`src/rtl/alu_issue_buf.sv`:
```
// rtl/alu_issue_buf.sv - ID-to-EX issue stage: funct decode, B-operand select, 2-entry skid FIFO feeding yAlu
module alu_issue_buf #(
    parameter int DEPTH = 2,
    parameter int CNT_W = 16
) (
    input  logic             clk,
    input  logic             rst_n,
    input  logic             in_valid,
    output logic             in_ready,
    input  logic [31:0]      in_rs1,
    input  logic [31:0]      in_rs2,
    input  logic [31:0]      in_imm,
    input  logic             in_use_imm,
    input  logic [2:0]       in_funct3,
    input  logic             in_funct7b5,
    output logic             out_valid,
    input  logic             out_ready,
    output logic [31:0]      out_a,
    output logic [31:0]      out_b,
    output logic [2:0]       out_op,
    output logic             out_illegal,
    output logic [CNT_W-1:0] issued_cnt
);

    localparam logic [2:0] OP_AND = 3'b000;
    localparam logic [2:0] OP_OR  = 3'b001;
    localparam logic [2:0] OP_ADD = 3'b010;
    localparam logic [2:0] OP_SUB = 3'b110;
    localparam logic [2:0] OP_SLT = 3'b111;

    typedef struct packed {
        logic [31:0] a;
        logic [31:0] b;
        logic [2:0]  op;
        logic        illegal;
    } entry_t;

    entry_t     mem [2];
    entry_t     mem_n [2];
    entry_t     head, head_n, in_entry;
    logic [1:0] count, count_n;
    logic       wr_ptr, wr_ptr_n, rd_ptr, rd_ptr_n;
    logic       push, pop;

    always_comb begin
        in_entry         = '0;
        in_entry.a       = in_rs1;
        in_entry.b       = in_use_imm ? in_imm : in_rs2;
        in_entry.op      = OP_ADD;
        in_entry.illegal = 1'b0;
        case (in_funct3)
            3'b000:  in_entry.op = (!in_use_imm && in_funct7b5) ? OP_SUB : OP_ADD;
            3'b111:  in_entry.op = OP_AND;
            3'b110:  in_entry.op = OP_OR;
            3'b010:  in_entry.op = OP_SLT;
            default: in_entry.illegal = 1'b1;
        endcase
    end

    assign out_valid = (count != 2'd0);
    assign push      = in_valid && in_ready;
    assign pop       = out_valid && out_ready;

    // Head is registered from the post-edge FIFO state so it holds its last value once empty.
    always_comb begin
        mem_n[0] = mem[0];
        mem_n[1] = mem[1];
        wr_ptr_n = wr_ptr;
        rd_ptr_n = rd_ptr;
        count_n  = count;
        head_n   = head;
        if (push) begin
            mem_n[wr_ptr] = in_entry;
            wr_ptr_n      = ~wr_ptr;
        end
        if (pop) begin
            rd_ptr_n = ~rd_ptr;
        end
        case ({push, pop})
            2'b10:   count_n = count + 2'd1;
            2'b01:   count_n = count - 2'd1;
            default: count_n = count;
        endcase
        if (count_n != 2'd0) begin
            head_n = mem_n[rd_ptr_n];
        end
    end

    always_ff @(posedge clk or negedge rst_n) begin
        if (!rst_n) begin
            mem[0]     <= '0;
            mem[1]     <= '0;
            head       <= '0;
            count      <= 2'd0;
            wr_ptr     <= 1'b0;
            rd_ptr     <= 1'b0;
            in_ready   <= 1'b1;
            issued_cnt <= '0;
        end else begin
            mem[0]   <= mem_n[0];
            mem[1]   <= mem_n[1];
            head     <= head_n;
            count    <= count_n;
            wr_ptr   <= wr_ptr_n;
            rd_ptr   <= rd_ptr_n;
            in_ready <= (count_n < 2'(DEPTH));
            if (pop && (issued_cnt != {CNT_W{1'b1}})) begin
                issued_cnt <= issued_cnt + 1'b1;
            end
        end
    end

    assign out_a       = head.a;
    assign out_b       = head.b;
    assign out_op      = head.op;
    assign out_illegal = head.illegal;

endmodule

```
`config.mk`:
```
export PLATFORM = sky130hd
export DESIGN_NAME = alu_issue_buf
export DESIGN_NICKNAME = d
export VERILOG_FILES = /design/src/rtl/alu_issue_buf.sv
export SDC_FILE = /design/constraint.sdc
export NUM_CORES = 1
export LEC_CHECK = 0
export ABC_CLOCK_PERIOD_IN_PS = 3890
export CAP_MARGIN = 20
export CORE_MARGIN = 4
export CORE_UTILIZATION = 50
export CTS_BUF_LIST = sky130_fd_sc_hd__clkbuf_4
export CTS_CLUSTER_DIAMETER = 60
export CTS_CLUSTER_SIZE = 20
export DETAILED_ROUTE_END_ITERATION = 12
export PLACE_DENSITY = 0.82
export SLEW_MARGIN = 20
export SYNTH_ARGS = -nofsm -noshare
export SYNTH_HDL_FRONTEND = slang
export SYNTH_SLANG_ARGS = --single-unit
```
`constraint.sdc`:
```
create_clock -name clk -period 3.89 [get_ports clk]
set_input_delay 0.389 -clock clk [delete_from_list [all_inputs] [get_ports clk]]
set_output_delay 0.389 -clock clk [all_outputs]
set_load 0.005 [all_outputs]
```
==> results.toml <==
[status]
run_status = "finished clean"

[timing]
timing.final.crit_share_pct = 72.9
timing.final.crit_period_ns = 2.84
setup_tns_ns = 0
report.final.slew_viol_count = 0
max_freq_mhz = 352
tightestPinTransition_ns = 0.910
setup_violations = 0
rsz_0062_raised_after_global_routing = "false"
final_hold_violation_count = 0
worst_clock_skew_ns = 0.0347
max-slew-margin-rel_pct = 39.3

[placement]
place_hpwl_um = 14300
gp_congestion = 0.795
io_buffer_count = 190

[route]
drt_wl_total_um = 20700
detail_route.iter0.violations = 323
post-route-drc-count = 0
routed-via-count = 6403
ant_nets = 0
drt_pre_antenna_iters = 4
routed_wire_length_per_instance_um = 16.6
avgViaCountPerCell = 5.13

[setup_path]
crit_required_ns = 4.40
crit_path_max_incr_delay_ns = 0.53
critPathMaxFanout = 43
worst_setup_path_start_kind = "register"
sum_of_buffers_and_inverters_on_the_critical_path = 2
critPathKind = "register to register"
setup.reg_to_reg.worst_slack_ns = 1.05
worstPathArrival_ns = 3.34
cpLargestDelayFamily = "simple AND/OR/NAND/NOR gates"
type_of_destination_of_the_critical_path = "register"
crit_path_cell_trace = "o21ai_4 -> inv_1 -> ha_1 -> nor4bb_1 -> or3_4 -> buf_4 -> o21ai_1"
slowest_stage = "sky130_fd_sc_hd__dfrtp_1"

[cts]
postCtsResizedCells = 0
cts.sinks = 225
cts_buffers = 16
cts.htree.levels = 1
clk_latency_ns = 0.63
cts_tree = "done"
clock_path_buffers = 3
clkSlewWorstSetupHoldPaths_ns = 0.20
clk_root_buffer_cell = "sky130_fd_sc_hd__clkbuf_4"

[yosys]
mappedNetlistArea_sq_um = 10000
synth-xor-area-share_pct = 1.76
synth_compound_area_share_pct = 5.44
seq_area_frac_synth_pct = 56.3
ys_seq_elements = 225
postSynthAreaPerCell_sq_um = 12.5
yosys_warnings = 0
yosys.area_share.simple_pct = 5.19
synth_async_sr_flop_share_pct = 100
yosys_most_used_dff = "sky130_fd_sc_hd__dfrtp_1"
share_of_cell_area_taken_by_muxes_after_synthesis_pct = 25.8
synth_top_family_by_area = "multiplexers"
postSynthNetCount = 905
number_of_distinct_library_cells_after_synthesis = 46
synthesis.instances = 798
synth-edff-count = 0
synth_adder_area_share_pct = 0.250

[floorplanning]
design.die.area_sq_um = 22300
die_height_um = 149
chipWidth_um = 149
core-area_sq_um = 19600
initial_utilization_pct = 51.0
rows = 51
total_i_o_pin_count = 191

[finish]
final_common_cell = "sky130_fd_sc_hd__dfrtp_1"
area_added_between_synthesis_and_finish_pct = 23.9
design.final.nets = 1081
antenna-diode-count = 0
most-common-layout-cells = "sky130_fd_sc_hd__dfrtp_1, sky130_fd_sc_hd__clkdlybuf4s50_1, sky130_fd_sc_hd__mux2i_1"
drive_above_1_share_pct = 18.4

[global_routing]
grt_pass1_wl_um = 34200
grt_start_max_net_pins = 123
grt_antenna_before_repair = 3
grt_pass1_vias = 6631
groute.usage.overall_pct = 18.7
grt-ovfl-total = 0

[run]
max_cap_violations = 0

[min_path]
hold_path.class = "primary input to register"

[power]
cellLeakagePower_nw = 5.92
power_density_nw_per_um2 = 812
post-layout-total-power_mw = 10.1
irDropWorstVdd_uv = 356
==> layer usage <==
metal | vias to the layer above | global-route usage (%) | part of all wire, % | wire length (um)
li1 | 3052 | - | - | -
met2 | 167 | 31.0 | 48 | 9970
met1 | 3156 | 25.5 | 44 | 9050
met3 | 22 | 4.88 | 6.9 | 1420
met4 | 6 | 3.34 | 0.96 | 198
met5 | - | 0 | 0.16 | 34
==> kinds of logic (layout without fill, tap and decap cells) <==
| family | count (synthesis) | count (layout) |
|---|---|---|
| AOI/OAI and AO/OA | 91 | 91 |
| xor gates and xnor gates | 18 | 18 |
| adders and majority gates | 2 | 2 |
| buffers and inverters | 115 | 300 |
| DFF | 225 | 225 |
| muxes | 229 | 229 |
| and+or+nand+nor | 118 | 118 |
==> synthesized netlist by cell type (2+ instances only) <==
library cell                 n  area (sq um)
sky130_fd_sc_hd__dfrtp_1   224          5610
sky130_fd_sc_hd__mux2i_1    99           991
sky130_fd_sc_hd__mux2_2     97          1090
sky130_fd_sc_hd__nand2_1    83           312
sky130_fd_sc_hd__inv_1      70           263
sky130_fd_sc_hd__o21ai_1    60           300
sky130_fd_sc_hd__mux2_4     33           495
sky130_fd_sc_hd__buf_2      20           100
sky130_fd_sc_hd__xnor2_1    15           131
sky130_fd_sc_hd__clkbuf_1   14          52.6
sky130_fd_sc_hd__o21ai_0    12          60.1
sky130_fd_sc_hd__nand3_1     8          40.0
sky130_fd_sc_hd__nor2_1      6          22.5
sky130_fd_sc_hd__o211a_1     6          60.1
sky130_fd_sc_hd__buf_6       4          45.0
sky130_fd_sc_hd__nand4_1     4          25.0
sky130_fd_sc_hd__o21ai_2     4          35.0
sky130_fd_sc_hd__nor3_1      3          15.0
sky130_fd_sc_hd__and4_1      2          17.5
sky130_fd_sc_hd__buf_1       2          7.51
sky130_fd_sc_hd__buf_4       2          15.0
sky130_fd_sc_hd__ha_1        2          25.0
sky130_fd_sc_hd__nor4bb_1    2          20.0
sky130_fd_sc_hd__o21a_1      2          15.0
sky130_fd_sc_hd__o31ai_2     2          25.0
sky130_fd_sc_hd__xor2_1      2          17.5
==> power by group <==
group | internal, mW | switching, mW | total (mW)
Combinational | 2.69 | 2.27 | 4.95
Sequential | 3.50 | 0.495 | 4.00
Clock | 0.392 | 0.721 | 1.11
==> sequential cells by signal (all words and copies together) (netlist names) <==
register     count
rd_ptr           1
out_op           3
out_illegal      1
in_ready         1
issued_cnt      16
wr_ptr           1
mem            136
count            2
out_b           32
out_a           32
==> worst paths after layout <==
path / cells after the start / startpoint / end
worst max-delay path: 7 / count[0]$_DFF_PN0_ / out_a[14]$_DFFE_PN0P_
worst min-delay path: 2 / in_rs1[5] / mem[109]$_DFF_PN0_
worst max register to register: 7 / count[0]$_DFF_PN0_ / out_a[14]$_DFFE_PN0P_
min in group asynchronous: 2 / rst_n / mem[88]$_DFF_PN0_
max in group asynchronous: 3 / rst_n / in_ready$_DFF_PN1_
worst min register to register: 2 / out_op[2]$_DFFE_PN0P_ / out_op[2]$_DFFE_PN0P_
==> what timing repair did <==
action	4_1_cts	5_1_grt
endpoints found under the setup margin	0	0
hold buffers	1	0
hold endpoints to repair	120	0
setup buffers	0	0
==> layout make-up <==
type / count / area (sq um)
Multi-Input combinational cell: 458 / 3860
Inverter: 71 / 269
Fill cell: 1553 / 7200
Tap cell: 265 / 332
Timing Repair Buffer: 202 / 2050
Clock inverter: 7 / 96.3
Clock buffer: 20 / 150
Sequential cell: 225 / 5630
==> per-stage QoR <==
step / hold WS (ns) / util (%) / setup slack [ns] / instance area, sq um / cells
floorplan: 0.0934 / - / 1.54 / 10000 / 798
global placement: 0.457 / 61.9 / 0.983 / 12100 / 1220
detailed placement: 0.470 / 61.9 / 0.804 / 12100 / 1220
CTS: 0.354 / 63.2 / 1.05 / 12400 / 1248
global route: 0.365 / 63.2 / 0.819 / 12400 / 1248
finish: 0.416 / 63.2 / 1.05 / 12400 / 1248
Power figures use the tool's default switching activity.
